File: src/rtl/md_pkg.sv
// Shared constants and state encoding for the iterative multiply/divide unit.
package md_pkg;

    localparam int MD_WIDTH = 32;
    localparam int MD_CNT_W = 5;

    localparam logic [MD_WIDTH-1:0] DIV0_LO = 32'hFFFF_FFFF;

    typedef enum logic [1:0] {
        IDLE = 2'b00,
        CALC = 2'b01,
        FIX  = 2'b10
    } state_t;

endpackage

File: src/rtl/md_sign_fix.sv
// Combinational sign helpers: operand magnitudes at entry, conditional
// negation of product / quotient / remainder at the end of an operation.
module md_sign_fix #(
    parameter int WIDTH = md_pkg::MD_WIDTH
) (
    input  logic                 sign,
    input  logic [WIDTH-1:0]     a,
    input  logic [WIDTH-1:0]     b,
    output logic [WIDTH-1:0]     a_mag,
    output logic [WIDTH-1:0]     b_mag,
    input  logic [2*WIDTH-1:0]   prod,
    input  logic                 prod_neg,
    output logic [2*WIDTH-1:0]   prod_fixed,
    input  logic [WIDTH-1:0]     quo,
    input  logic                 quo_neg,
    output logic [WIDTH-1:0]     quo_fixed,
    input  logic [WIDTH-1:0]     rem,
    input  logic                 rem_neg,
    output logic [WIDTH-1:0]     rem_fixed
);

    // The magnitude of the most negative value wraps to itself, which is the
    // correct unsigned magnitude.
    assign a_mag      = (sign && a[WIDTH-1]) ? -a : a;
    assign b_mag      = (sign && b[WIDTH-1]) ? -b : b;

    assign prod_fixed = prod_neg ? -prod : prod;
    assign quo_fixed  = quo_neg  ? -quo  : quo;
    assign rem_fixed  = rem_neg  ? -rem  : rem;

endmodule

File: src/rtl/md_unit.sv
// Iterative multiply/divide unit owning HI/LO: shift-add multiply and
// restoring divide, one bit per cycle, with a start/busy/done handshake.
module md_unit
    import md_pkg::*;
#(
    parameter int WIDTH = MD_WIDTH,
    parameter int CNT_W = MD_CNT_W
) (
    input  logic             clk,
    input  logic             reset,
    input  logic             start,
    input  logic             Div,
    input  logic             Sign,
    input  logic [WIDTH-1:0] A,
    input  logic [WIDTH-1:0] B,
    input  logic             hi_we,
    input  logic             lo_we,
    input  logic [WIDTH-1:0] wdata,
    output logic             busy,
    output logic             done,
    output logic [WIDTH-1:0] HI,
    output logic [WIDTH-1:0] LO
);

    state_t               state, state_nxt;
    logic [CNT_W-1:0]     cnt;
    logic                 op_div, neg_q, neg_r, b_zero;
    logic [WIDTH-1:0]     opnd;
    logic [2*WIDTH-1:0]   acc;
    logic [WIDTH-1:0]     rem;
    logic [WIDTH-1:0]     hi_q, lo_q;
    logic                 done_q;

    logic [WIDTH-1:0]     a_mag, b_mag, quo_fixed, rem_fixed;
    logic [2*WIDTH-1:0]   prod_fixed;
    logic [WIDTH:0]       mul_sum, div_shift, div_diff;
    logic                 div_borrow;

    md_sign_fix #(.WIDTH(WIDTH)) u_sign_fix (
        .sign       (Sign),
        .a          (A),
        .b          (B),
        .a_mag      (a_mag),
        .b_mag      (b_mag),
        .prod       (acc),
        .prod_neg   (neg_q),
        .prod_fixed (prod_fixed),
        .quo        (acc[WIDTH-1:0]),
        .quo_neg    (neg_q),
        .quo_fixed  (quo_fixed),
        .rem        (rem),
        .rem_neg    (neg_r),
        .rem_fixed  (rem_fixed)
    );

    // Multiply keeps the multiplier in acc[W-1:0] and the running product in
    // the upper half; divide shifts the dividend out of acc[W-1:0] while
    // quotient bits shift in. opnd is the multiplicand or divisor magnitude.
    always_comb begin
        mul_sum    = {1'b0, acc[2*WIDTH-1:WIDTH]} + {1'b0, (acc[0] ? opnd : {WIDTH{1'b0}})};
        div_shift  = {rem, acc[WIDTH-1]};
        div_diff   = div_shift - {1'b0, opnd};
        div_borrow = div_diff[WIDTH];
    end

    always_ff @(posedge clk or negedge reset) begin
        if (!reset) state <= IDLE;
        else        state <= state_nxt;
    end

    // NOTE: state_nxt is assigned before the case so no path leaves it
    // unassigned, which would otherwise infer a latch.
    always_comb begin
        state_nxt = state;
        case (state)
            IDLE:    if (start) state_nxt = CALC;
            CALC:    if (cnt == CNT_W'(WIDTH-1)) state_nxt = FIX;
            FIX:     state_nxt = IDLE;
            default: state_nxt = IDLE;
        endcase
    end

    always_comb begin
        busy = (state != IDLE);
        done = done_q;
        HI   = hi_q;
        LO   = lo_q;
    end

    // NOTE: every register here uses <= so all updates see pre-edge values;
    // a blocking assignment would let later statements read the new value.
    always_ff @(posedge clk or negedge reset) begin
        if (!reset) begin
            cnt    <= '0;
            op_div <= 1'b0;
            neg_q  <= 1'b0;
            neg_r  <= 1'b0;
            b_zero <= 1'b0;
            opnd   <= '0;
            acc    <= '0;
            rem    <= '0;
            hi_q   <= '0;
            lo_q   <= '0;
            done_q <= 1'b0;
        end else begin
            done_q <= 1'b0;
            case (state)
                IDLE: begin
                    if (hi_we) hi_q <= wdata;
                    if (lo_we) lo_q <= wdata;
                    if (start) begin
                        op_div <= Div;
                        neg_q  <= Sign & (A[WIDTH-1] ^ B[WIDTH-1]);
                        neg_r  <= Sign & A[WIDTH-1];
                        b_zero <= (B == '0);
                        opnd   <= Div ? b_mag : a_mag;
                        acc    <= {{WIDTH{1'b0}}, (Div ? a_mag : b_mag)};
                        rem    <= '0;
                        cnt    <= '0;
                    end
                end
                CALC: begin
                    cnt <= cnt + 1'b1;
                    if (op_div) begin
                        rem             <= div_borrow ? div_shift[WIDTH-1:0] : div_diff[WIDTH-1:0];
                        acc[WIDTH-1:0]  <= {acc[WIDTH-2:0], ~div_borrow};
                    end else begin
                        acc <= {mul_sum, acc[WIDTH-1:1]};
                    end
                end
                FIX: begin
                    done_q <= 1'b1;
                    if (op_div) begin
                        // With a zero divisor the remainder path reproduces A.
                        lo_q <= b_zero ? DIV0_LO : quo_fixed;
                        hi_q <= rem_fixed;
                    end else begin
                        hi_q <= prod_fixed[2*WIDTH-1:WIDTH];
                        lo_q <= prod_fixed[WIDTH-1:0];
                    end
                end
                default: ;
            endcase
        end
    end

endmodule

File: config.mk
export PLATFORM = sky130hd
export DESIGN_NAME = md_unit
export DESIGN_NICKNAME = d
export VERILOG_FILES = /design/src/rtl/md_pkg.sv /design/src/rtl/md_sign_fix.sv /design/src/rtl/md_unit.sv
export SDC_FILE = /design/constraint.sdc
export NUM_CORES = 1
export LEC_CHECK = 0
export ABC_AREA = 1
export CAP_MARGIN = 15
export CELL_PAD_IN_SITES_DETAIL_PLACEMENT = 1
export CELL_PAD_IN_SITES_GLOBAL_PLACEMENT = 2
export CORE_MARGIN = 2
export CORE_UTILIZATION = 29
export DETAILED_ROUTE_END_ITERATION = 8
export HOLD_SLACK_MARGIN = 0.05
export PLACE_DENSITY = 0.86
export SLEW_MARGIN = 20
export SYNTH_ARGS = -nofsm -noshare
export SYNTH_HDL_FRONTEND = slang
export SYNTH_SLANG_ARGS = --single-unit
File: constraint.sdc
create_clock -name clk -period 2.6 [get_ports clk]
set_clock_uncertainty 0.05 [all_clocks]
set_input_delay 0.52 -clock clk [delete_from_list [all_inputs] [get_ports clk]]
set_output_delay 0.52 -clock clk [all_outputs]
set_load 0.03 [all_outputs]
==> run_results.csv <==
group,metric,value,unit
synth,synth_edf_count,0,
layout,syn_to_final_growth,31.4,%
worst_setup_path,r2r_setup_slack,70,ps
place,io_buffers,168,
global_route,grt_pass1_vias,23000,
timing,finalCriticalPeriod,2530,ps
synth,yosysUniqueCellTypes,54,
layout,final_cell_mix,"nand2_1, nor2_1, inv_1",
clocking,htree_levels,1,
timing,fmax,395,MHz
layout,drive_gt1_share,14.4,%
routing,wire_per_inst,21.8,um
worst_setup_path,path_cells,"buf_12, nand2_1, inv_1, ha_1, a21oi_1, nand3_2, nand3_1, nand2_2, nand2_1, nand2_1, a21oi_1, o21ai_0, buf_4, o21ai_0",
global_route,grt.total_usage,27.6,%
worst_setup_path,required,3010,ps
layout,multi_input_area,0.0128,sq mm
floorplan,num_rows,94,
synth,synth_top_area_cell,"dfrtp_1",
worst_setup_path,r2r-start,"acc[0]",
timing,relSlewSlack,60.2,%
clocking,root_buffer,"clkbuf_16",
floorplan,ios,169,
synth,yosys_warnings,0,
worst_setup_path,crit_fanout,28,
worst_setup_path,cp.arrival,2950,ps
worst_setup_path,cp.buffers_inverters,3,
synth,async_flop_share,100,%
floorplan,initial_core_util,29.3,%
layout,layout_commonest_cell,"nand2_1",
floorplan,die_y,262,um
run,cap_violations,0,
synth,ys_ff_latch,204,
worst_setup_path,cpLargestDelayFamily,"compound AO/OA/AOI/OAI gates",
worst_setup_path,crit_type,"flop to flop",
worst_setup_path,critPathMaxStageDelay,480,ps
layout,final_core_util,38.5,%
timing,setup_violations,0,
place,pre_cts_ws,-212,ps
routing,drc,0,
synth,seq_area_frac_synth,26.5,%
synth,synth_top_area_share,26.5,%
routing,post_drt_via_cell_ratio,5.28,
global_route,gr-total-overflow,0,
layout,fillers,8581,
worst_setup_path,r2r-end,"acc[54]",
timing,report.final.slew_viol_count,0,
worst_setup_path,cp_slowest_cell,"dfrtp_2",
worst_setup_path,start_kind,"flop",
synth,syn_area,0.0193,sq mm
clocking,numCtsBuffers,24,
clocking,numClockSinks,204,
layout,fin_nets,3723,
floorplan,coreArea,0.0657,sq mm
timing,setup_tns,0,ps
synth,syn_area_per_cell,6.08,sq um
timing,tightest_slew,590,ps
routing,routed_wl,96.6,mm
place,placedInstanceArea,0.0239,sq mm
routing,num_vias,23400,
worst_setup_path,crit_top_cell,"nand2_1",
place,finalWeightedCongestion,0.968,
global_route,grt_pass1_wl,143,mm
global_route,grt_max_degree,66,
place,post-place-cells,4370,
clocking,clkTransAtPathRegs,60,ps
layout,regArea,0.00512,sq mm
timing,fin_crit_sh,97.4,%
place,dp_hpwl,79.8,mm
worst_setup_path,critPathCaptureType,"flop",
timing,fin_ws,68.7,ps
synth,synthTopCellsByArea,"dfrtp_1, nand2_1, nor2_1",
routing,drt-initial-drc-count,1986,
routing,drt_pass1_iterations,5,
timing,rsz0062_at_grt,"yes",
pwr,power,37.8,mW
clocking,cts_buffer_depth,3,
timing,fin_hold_ws,417,ps
synth,ys.flop_type,"dfrtp_1",
layout,fin_area,0.0253,sq mm
worst_hold_path,hp-class,"primary input to async pin",
routing,ant_nets,0,
status,outcome,"complete, no violations",
synth,netlist_instances,3169,
clocking,clock_latency,550,ps
floorplan,die-area,0.0685,sq mm
layout,antenna_cells,0,
pwr,pwr_density_cell,1490,mW/mm^2
worst_setup_path,startpoint,"acc[0]",
layout,instances_no_fill,4429,
timing,finalHoldViolations,0,
global_route,antenna_found_initial,0,
clocking,cts_tree,"yes",
synth,synth_nets,3344,
pwr,vdd_ir_drop_max,0.000843,V
pwr,p_leak,11.9,nW
floorplan,dieWidth,262,um
worst_setup_path,rr_worst_depth,14,
[per-layer routing]
layer,GRT usage [%],vias up,part of all wire [%]
met5,0,-,0
met4,10.4,0,4.0
met3,2.29,120,5.1
met2,43.6,725,44
met1,39.0,11400,46
li1,-,11200,-
[repair_timing]
| action | 4_1_cts | 5_1_grt |
|---|---|---|
| gates cloned | 0 | 4 |
| hold endpoints to repair | 39 | 0 |
| buffers inserted | 0 | 11 |
| pin swaps | 0 | 13 |
| hold buffers | 1 | 0 |
| endpoints found under the setup margin | 14 | 71 |
| resized for setup | 6 | 127 |
[how the worst max path moves through the flow]
stage               to  slack [ps]  cells after the start
2_1_floorplan  acc[55]          70                     17
3_3_place_gp   acc[31]        -190                     10
3_5_place_dp   acc[31]        -210                     10
4_1_cts        acc[55]           2                     16
5_1_grt        acc[54]        -100                     14
6_report       acc[54]          70                     14
[flip-flops by register name (all words and copies together) (netlist names)]
register  cells
neg_r         1
neg_q         1
b_zero        1
cnt           5
op_div        1
acc          64
done          1
HI           32
state         2
LO           32
rem          32
opnd         32
[cell families (layout without fill, tap and decap cells)]
logic type / count (synthesis) / in the layout / share of synthesized area, %
xor gates and xnor gates: 56 / 56 / 2.55
and+or+nand+nor: 1759 / 1759 / 38.4
DFF: 204 / 204 / 26.5
adders and majority gates: 72 / 72 / 4.75
AOI/OAI and AO/OA: 609 / 609 / 18.1
buffers and inverters: 469 / 865 / 9.72
[synth_stat cells (7+ instances only)]
library cell,count
nand2_1,895
nor2_1,414
inv_1,351
nand3_1,299
a21oi_1,231
o21ai_0,215
dfrtp_1,204
ha_1,70
clkbuf_1,60
xor2_1,34
nand4_1,33
nor3_1,32
buf_2,31
nand2_2,28
a22oi_1,25
a221oi_1,24
o211ai_1,22
xnor2_1,22
nor2_2,17
a21boi_1,14
o22ai_1,13
nor2_4,10
o21ai_1,10
inv_2,9
a31oi_1,8
nand3b_1,8
or2_2,8
o221ai_1,7
[report_power, final]
| group | leakage (nW) | switching [mW] | internal [mW] | total [mW] |
|---|---|---|---|---|
| sequential | 2.41 | 2.13 | 4.78 | 6.91 |
| clock | 0.397 | 1.51 | 2.08 | 3.59 |
| combinational | 9.05 | 17.1 | 10.2 | 27.3 |
[final cells by class]
class / instances / area share (%)
clock buffer: 35 / 2.78
clock inverter: 8 / 0.386
inverter: 363 / 5.38
multi-input combinational: 2496 / 50.5
sequential: 204 / 20.2
tap: 864 / 4.27
timing repair buffer: 459 / 16.5
Note: power is estimated with default switching activity, not from simulation.
